**src/rtl/mips_multicycle_ctrl.sv**
```systemverilog
// ---------------------------------------------------------------------------
// mips_multicycle_ctrl
//
// Moore control FSM for the shared multicycle MIPS datapath (one memory, one
// ALU, IR/MDR/A/B/ALUOut registers). It decodes the opcode and drives every
// datapath mux select and write enable for the current state.
//
// The branch decision is folded in here: PcEn = PcWrite | (PcWriteCond & zero).
// The datapath therefore needs no separate branch AND gate.
//
// Optional build macro: MEM_WAIT_EN
//   When it is defined, FETCH, MEMRD and MEMWR hold until mem_ready = 1.
//   When it is undefined, mem_ready is ignored and every memory state lasts
//   exactly one cycle.
//
// Memory handshake (MEM_WAIT_EN only):
//   - A memory state keeps its strobes asserted on every cycle it is held.
//   - The memory raises mem_ready for exactly the cycle in which the access
//     completes.
//   - The FSM advances on the rising edge where mem_ready = 1.
//   - Strobes that commit architectural state assert only in that cycle:
//     PcEn and IRWrite in FETCH, instr_done in MEMWR.
//
// Ports:
//   clk        in   system clock, rising edge
//   reset      in   asynchronous, active-high; forces FETCH, gates all outputs to 0
//   opcode     in   IR[31:26]; sampled only in DECODE and MEMADR
//   zero       in   ALU zero flag; used in BRANCH
//   mem_ready  in   memory completion (MEM_WAIT_EN only)
//   PcEn .. PCSource  out  datapath control strobes and selects
//   instr_done out  pulse on the last cycle of each instruction
//   illegal_op out  pulse in DECODE for an unrecognised opcode
//   state      out  current state, for debug
// ---------------------------------------------------------------------------
module mips_multicycle_ctrl #(
    parameter logic [5:0] OP_RTYPE = 6'b000000,
    parameter logic [5:0] OP_LW    = 6'b100011,
    parameter logic [5:0] OP_SW    = 6'b101011,
    parameter logic [5:0] OP_BEQ   = 6'b000100,
    parameter logic [5:0] OP_J     = 6'b000010,
    parameter logic [5:0] OP_ADDI  = 6'b001000
) (
    input  logic       clk,
    input  logic       reset,
    input  logic [5:0] opcode,
    input  logic       zero,
    input  logic       mem_ready,
    output logic       PcEn,
    output logic       IorD,
    output logic       MemRead,
    output logic       MemWrite,
    output logic       IRWrite,
    output logic       RegDst,
    output logic       MemtoReg,
    output logic       RegWrite,
    output logic       ALUSrcA,
    output logic [1:0] ALUSrcB,
    output logic [1:0] ALUOp,
    output logic [1:0] PCSource,
    output logic       instr_done,
    output logic       illegal_op,
    output logic [3:0] state
);

    typedef enum logic [3:0] {
        S_FETCH  = 4'd0,
        S_DECODE = 4'd1,
        S_MEMADR = 4'd2,
        S_MEMRD  = 4'd3,
        S_MEMWB  = 4'd4,
        S_MEMWR  = 4'd5,
        S_EXEC   = 4'd6,
        S_ALUWB  = 4'd7,
        S_BRANCH = 4'd8,
        S_ADDIEX = 4'd9,
        S_ADDIWB = 4'd10,
        S_JUMP   = 4'd11
    } state_t;

    state_t state_q;
    state_t state_d;
    logic   mem_done;

`ifdef MEM_WAIT_EN
    assign mem_done = mem_ready;
`else
    // mem_ready is not used in this build; every memory access takes one cycle.
    logic unused_mem_ready;
    assign unused_mem_ready = mem_ready;
    assign mem_done         = 1'b1;
`endif

    // State register
    always_ff @(posedge clk or posedge reset) begin
        if (reset) begin
            state_q <= S_FETCH;
        end else begin
            state_q <= state_d;
        end
    end

    // Next-state logic
    always_comb begin
        state_d = S_FETCH;
        case (state_q)
            S_FETCH: begin
                state_d = mem_done ? S_DECODE : S_FETCH;
            end
            S_DECODE: begin
                case (opcode)
                    OP_LW, OP_SW: state_d = S_MEMADR;
                    OP_RTYPE:     state_d = S_EXEC;
                    OP_BEQ:       state_d = S_BRANCH;
                    OP_J:         state_d = S_JUMP;
                    OP_ADDI:      state_d = S_ADDIEX;
                    default:      state_d = S_FETCH;
                endcase
            end
            S_MEMADR: begin
                state_d = (opcode == OP_SW) ? S_MEMWR : S_MEMRD;
            end
            S_MEMRD: begin
                state_d = mem_done ? S_MEMWB : S_MEMRD;
            end
            S_MEMWB: begin
                state_d = S_FETCH;
            end
            S_MEMWR: begin
                state_d = mem_done ? S_FETCH : S_MEMWR;
            end
            S_EXEC: begin
                state_d = S_ALUWB;
            end
            S_ADDIEX: begin
                state_d = S_ADDIWB;
            end
            // ALUWB, BRANCH, ADDIWB, JUMP and the unused encodings 12..15
            // all return to FETCH.
            default: begin
                state_d = S_FETCH;
            end
        endcase
    end

    // Output logic. Reset gates every output so that no FETCH strobe can
    // reach the datapath while reset is held, even though the state is FETCH.
    logic pc_write;
    logic pc_write_cond;

    always_comb begin
        pc_write      = 1'b0;
        pc_write_cond = 1'b0;
        IorD          = 1'b0;
        MemRead       = 1'b0;
        MemWrite      = 1'b0;
        IRWrite       = 1'b0;
        RegDst        = 1'b0;
        MemtoReg      = 1'b0;
        RegWrite      = 1'b0;
        ALUSrcA       = 1'b0;
        ALUSrcB       = 2'b00;
        ALUOp         = 2'b00;
        PCSource      = 2'b00;
        instr_done    = 1'b0;
        illegal_op    = 1'b0;
        if (!reset) begin
            case (state_q)
                S_FETCH: begin
                    MemRead  = 1'b1;
                    IRWrite  = mem_done;
                    ALUSrcB  = 2'b01;
                    pc_write = mem_done;
                end
                S_DECODE: begin
                    ALUSrcB = 2'b11;
                    case (opcode)
                        OP_LW, OP_SW, OP_RTYPE, OP_BEQ, OP_J, OP_ADDI: illegal_op = 1'b0;
                        default:                                       illegal_op = 1'b1;
                    endcase
                end
                S_MEMADR: begin
                    ALUSrcA = 1'b1;
                    ALUSrcB = 2'b10;
                end
                S_MEMRD: begin
                    MemRead = 1'b1;
                    IorD    = 1'b1;
                end
                S_MEMWB: begin
                    RegWrite   = 1'b1;
                    MemtoReg   = 1'b1;
                    instr_done = 1'b1;
                end
                S_MEMWR: begin
                    MemWrite   = 1'b1;
                    IorD       = 1'b1;
                    instr_done = mem_done;
                end
                S_EXEC: begin
                    ALUSrcA = 1'b1;
                    ALUOp   = 2'b10;
                end
                S_ALUWB: begin
                    RegWrite   = 1'b1;
                    RegDst     = 1'b1;
                    instr_done = 1'b1;
                end
                S_BRANCH: begin
                    ALUSrcA       = 1'b1;
                    ALUOp         = 2'b01;
                    PCSource      = 2'b01;
                    pc_write_cond = 1'b1;
                    instr_done    = 1'b1;
                end
                S_ADDIEX: begin
                    ALUSrcA = 1'b1;
                    ALUSrcB = 2'b10;
                end
                S_ADDIWB: begin
                    RegWrite   = 1'b1;
                    instr_done = 1'b1;
                end
                S_JUMP: begin
                    PCSource   = 2'b10;
                    pc_write   = 1'b1;
                    instr_done = 1'b1;
                end
                default: begin
                end
            endcase
        end
    end

    assign PcEn  = pc_write | (pc_write_cond & zero);
    assign state = state_q;

endmodule

```
**config.mk**
```make
export PLATFORM = sky130hd
export DESIGN_NAME = mips_multicycle_ctrl
export DESIGN_NICKNAME = d
export VERILOG_FILES = /design/src/rtl/mips_multicycle_ctrl.sv
export SDC_FILE = /design/constraint.sdc
export NUM_CORES = 1
export LEC_CHECK = 0
export BUFFER_PORTS_ARGS = -buffer_cell sky130_fd_sc_hd__buf_2
export CAP_MARGIN = 20
export CORE_MARGIN = 4
export CORE_UTILIZATION = 37
export CTS_CLUSTER_DIAMETER = 30
export DETAILED_ROUTE_END_ITERATION = 12
export GPL_ROUTABILITY_DRIVEN = 0
export PLACE_DENSITY = 0.76
export SLEW_MARGIN = 25
export SYNTH_ARGS = -nofsm -noshare
export SYNTH_HDL_FRONTEND = slang
export SYNTH_SLANG_ARGS = --single-unit
```
**constraint.sdc**
```tcl
create_clock -name clk -period 1.2 [get_ports clk]
set_input_delay 0.06 -clock clk [delete_from_list [all_inputs] [get_ports clk]]
set_output_delay 0.06 -clock clk [all_outputs]
set_load 0.05 [all_outputs]
```
==> qor.csv, run 1 <==
stage,metric,value,unit
floorplanning,die_y,45.7,um
clocking,htreeDepth,1,
floorplanning,fp-row-count,13,
floorplanning,chipWidth,45.7,um
clocking,clockBufferDepth,2,
yosys,netlist-cell-type-count,33,
clocking,ctsHoldBuffers,0,
yosys,synth_area_per_cell,7.01,um^2
yosys,synth_xor_area_share,5.00,%
sta,worstEpCategory,top-level output,
yosys,synth_mux_area_share,0,%
clocking,numCtsBuffers,3,
yosys,synth_seq_cells,4,
yosys,synthSimpleGateAreaFrac,45.7,%
yosys,synth_compound_area_share,21.7,%
floorplanning,initial_utilization,39.9,%
yosys,synth_nets,85,
yosys,yosys_warnings,0,
outcome,haltStage,global routing,
yosys,synthAdderAreaFrac,0,%
place,dp_cells,129,
clocking,cts_root_buf,clkbuf_4,
place,hpwl,1470,um
yosys,yosysSeqAreaShare,19.0,%
outcome,outcome,aborted with a tool error,
yosys,synthesis.area,526,um^2
floorplanning,io_pins,31,
sta,worst_endpoint,illegal_op,
clocking,numClockSinks,4,
outcome,tool.error,"[ERROR DPL-0038] Utilization greater than 100%, impossible to legalize",
yosys,synth_top_family_by_area,simple AND/OR/NAND/NOR gates,
global_routing,grt_max_degree,10,
yosys,synth_cells,75,
place,port_buffers,29,
[cells in the mapped netlist]
master | n | area (um^2)
a21boi_1 | 2 | 15.0
a21oi_1 | 4 | 20.0
a221oi_1 | 1 | 8.76
a311o_1 | 1 | 10.0
a311oi_1 | 1 | 8.76
a41oi_1 | 1 | 8.76
and3_1 | 4 | 25.0
and3b_1 | 1 | 8.76
and4_1 | 1 | 8.76
and4b_1 | 1 | 10.0
buf_2 | 6 | 30.0
dfrtp_1 | 4 | 100
inv_1 | 3 | 11.3
inv_2 | 1 | 3.75
nand2_1 | 4 | 15.0
nand2b_1 | 3 | 18.8
nand3_1 | 2 | 10.0
nand4_1 | 1 | 6.26
nor2_1 | 8 | 30.0
nor2b_1 | 2 | 12.5
nor3_1 | 3 | 15.0
nor3b_1 | 1 | 7.51
nor4_1 | 5 | 31.3
nor4_2 | 1 | 12.5
o211a_1 | 1 | 10.0
o21a_1 | 1 | 7.51
o21ai_0 | 4 | 20.0
o21ai_1 | 1 | 5.00
or2_0 | 1 | 6.26
or2b_1 | 1 | 7.51
or3_1 | 1 | 6.26
or3b_1 | 1 | 8.76
xor2_1 | 3 | 26.3
[cell families after synthesis]
group	count (synthesis)
simple gates	41
buf+inv	10
flops	4
xor+xnor	3
compound gates	17
[through the flow]
stage / worst slack (ns) / area [um^2]
after CTS: -0.330 / 1170
after global placement: -0.215 / 912
after floorplan: -0.600 / 671
after detailed placement: -0.227 / 912
[repair_timing]
item                                    CTS
setup buffers                             6
endpoints found under the setup margin   20
pin swaps                                 4
endpoints found under the hold margin     0
resized for setup                        60
==> inputs of run 2 (changes only) <==
--- a/config.mk
+++ b/config.mk
@@ -7,12 +7,11 @@
 export LEC_CHECK = 0
 export BUFFER_PORTS_ARGS = -buffer_cell sky130_fd_sc_hd__buf_2
 export CAP_MARGIN = 20
-export CORE_MARGIN = 4
-export CORE_UTILIZATION = 37
-export CTS_CLUSTER_DIAMETER = 30
+export CORE_AREA = 4 4 65 67
 export DETAILED_ROUTE_END_ITERATION = 12
+export DIE_AREA = 0 0 69 71
 export GPL_ROUTABILITY_DRIVEN = 0
-export PLACE_DENSITY = 0.76
+export PLACE_DENSITY_LB_ADDON = 0.15
 export SLEW_MARGIN = 25
 export SYNTH_ARGS = -nofsm -noshare
 export SYNTH_HDL_FRONTEND = slang
==> constraint.sdc (replaced) <==
create_clock -name clk -period 1.6 [get_ports clk]
set_input_delay 0.08 -clock clk [delete_from_list [all_inputs] [get_ports clk]]
set_output_delay 0.08 -clock clk [all_outputs]
set_load 0.05 [all_outputs]
==> run 2 against run 1 <==
  * The flow now finishes without violations
  * Area after synthesis is the same
  * Synthesized cell count is the same
==> qor.csv, run 2 <==
stage,metric,value,unit
worst_setup_path,cp-start-kind,flip-flop,
place,placed_area,885,um^2
route,drc_errors,0,
floorplanning,fp-row-count,22,
worst_setup_path,critical-path-top-delay-family,flip-flops,
sta,skew,0.00274,ns
sta,slew_violations,0,
power_and_ir_drop,power.density,1540,mW/mm^2
route,ant_nets,0,
hold_path,hold_path_class,input pin to async pin,
worst_setup_path,arrival,1.47,ns
clocking,cts_root_buf,clkbuf_8,
layout,final_cell_mix,"buf_4, buf_2, buf_6, clkbuf_4, nor2_1",
floorplanning,chipWidth,69,um
yosys,yosysMostFrequentCell,nor2_1,
clocking,numCtsBuffers,3,
worst_setup_path,critPathKind,flip-flop to output pin,
sta,tightest_slew,0.345,ns
layout,layout-drive-gt1-share,61.2,%
sta,final-hold-violation-count,0,
yosys,yosys_warnings,0,
clocking,htreeDepth,1,
sta,max-slew-margin-rel,76.8,%
outcome,outcome,"complete, no violations",
clocking,cts_tree,yes,
yosys,netlist-cell-type-count,33,
yosys,async_flop_share,100,%
layout,largest_reg_flops,4,
yosys,yosysSeqAreaShare,19.0,%
place,pre_cts_ws,0.0906,ns
worst_setup_path,cp.required,1.52,ns
sta,layout_setup_ws,0.0469,ns
worst_setup_path,path_max_fanout,6,
clocking,clk_pin_slew_worst_paths,0.03,ns
worst_setup_path,r2r_start,state[2],
worst_setup_path,critPathMaxStageDelay,0.45,ns
yosys,synth_area_per_cell,7.01,um^2
yosys,synth_seq_cells,4,
layout,final_common_cell,buf_4,
worst_setup_path,crit_chain,buf_6 > or3_4 > a21oi_4 > buf_6,
yosys,ys_top_cells_by_area,"dfrtp_1, nor4_1, buf_2, nor2_1, xor2_1",
yosys,ys.flop_type,dfrtp_1,
place,hpwl,1600,um
layout,syn_to_final_growth,104,%
yosys,yosysTopAreaCell,dfrtp_1,
floorplanning,initial_utilization,14.5,%
power_and_ir_drop,leakage,0.465,nW
yosys,synth_edf_count,0,
global_routing,grt_pass1_vias,728,
worst_setup_path,rrSetupSlack,0.19,ns
route,firstDrtPassIters,4,
yosys,synth_top_area_share,19.0,%
floorplanning,dieArea,0.00490,mm^2
clocking,clockBufferDepth,2,
route,routed_wl,1980,um
global_routing,grt_max_degree,11,
worst_setup_path,path_common_cell,buf_6,
yosys,synth.top_cells.by_count,"nor2_1, buf_2, nor4_1",
sta,period_share,97.1,%
worst_setup_path,reg2reg_to,state[1],
run,maxCapViolations,0,
layout,nNetsFinal,128,
floorplanning,core_area,0.00363,mm^2
sta,rsz0062_at_grt,true,
route,vias_per_cell,4.24,
worst_setup_path,crit_slowest_cell,dfrtp_2,
yosys,synthesis.area,526,um^2
clocking,clock_latency,0.21,ns
sta,whs,0.0380,ns
layout,n_antenna_cell,0,
sta,period_needed,1.55,ns
floorplanning,io_pins,31,
power_and_ir_drop,ir_drop,0.547,mV
worst_setup_path,cp_num_buf_inv,2,
global_routing,grt_pass1_wl,3290,um
layout,final_area,0.00107,mm^2
floorplanning,die_y,71,um
worst_setup_path,setup.worst_path.start,state[1],
worst_setup_path,crit_path_end_kind,output pin,
route,first_iter_violations,10,
route,routedWlPerCell,12.1,um
yosys,synth_nets,85,
clocking,numClockSinks,4,
yosys,synth_cells,75,
worst_setup_path,r2r_cells,4,
place,port_buffers,29,
route,num_vias,695,
sta,setup_viol,0,
sta,clock.fmax,0.644,GHz
global_routing,grt_overflow,0,
global_routing,grt_util_all_layers,8.07,%
global_routing,antenna_found_initial,0,
run 2: power breakdown:
part	leakage (nW)	switching (W)	internal [W]
Sequential	0.0472	0.0000588	0.000137
Combinational	0.396	0.000775	0.000472
Clock	0.0216	0.0000450	0.000160
Total	0.465	0.000879	0.000768
run 2: worst register-to-register path, cell delays in order, from the launching register on:
cell and delay, ns:
dfrtp_2 0.45, buf_4 0.19, nand2b_1 0.19, nor2_1 0.08, a311o_1 0.36
run 2: cells by family after synthesis:
logic type | count (synthesis) | synth area share (%)
simple gates | 41 | 45.7
compound gates | 17 | 21.7
buf+inv | 10 | 8.57
flops | 4 | 19.0
xor+xnor | 3 | 5.00
run 2: per-stage QoR:
stage / setup TNS (ns) / util, % / cells / total power [W]
floorplan: -0.470 / - / 75 / 0.00101
global placement: 0 / 24.3 / 154 / 0.00126
detailed placement: 0 / 24.3 / 154 / 0.00125
CTS: -0.00675 / 27.4 / 162 / 0.00159
global route: -0.0803 / 29.5 / 164 / 0.00176
finish: 0 / 29.5 / 164 / 0.00165
run 2: worst max-delay path by stage:
stage / cells after the start / slack, ns / endpoint
2_1_floorplan: 2 / -0.22 / IRWrite
3_3_place_gp: 3 / 0.11 / ALUSrcB[1]
3_5_place_dp: 3 / 0.09 / ALUSrcA
4_1_cts: 3 / -0.007 / illegal_op
5_1_grt: 3 / -0.04 / illegal_op
6_report: 4 / 0.05 / RegWrite
run 2: repair_timing:
| item | CTS | global route |
|---|---|---|
| hold buffers | 0 | 0 |
| endpoints found under the hold margin | 0 | 0 |
| gates resized for setup | 11 | 25 |
| gates cloned | 0 | 0 |
| pin swaps | 1 | 3 |
| setup buffers | 5 | 2 |
| setup endpoints to repair | 9 | 16 |
run 2: cell type report:
| type | count | area (um^2) |
|---|---|---|
| fill | 411 | 2560 |
| sequential | 4 | 105 |
| clock buffer | 3 | 41.3 |
| inverter | 4 | 15.0 |
| tap | 48 | 60.1 |
| multi-input combinational | 61 | 518 |
| timing repair buffer | 44 | 332 |
run 2: routing by layer:
metal,wire (um),global-route usage [%]
met5,0,0
met4,0,2.60
met3,118,2.70
met2,1000,13.3
met1,863,9.85
Power figures use the tool's default switching activity.
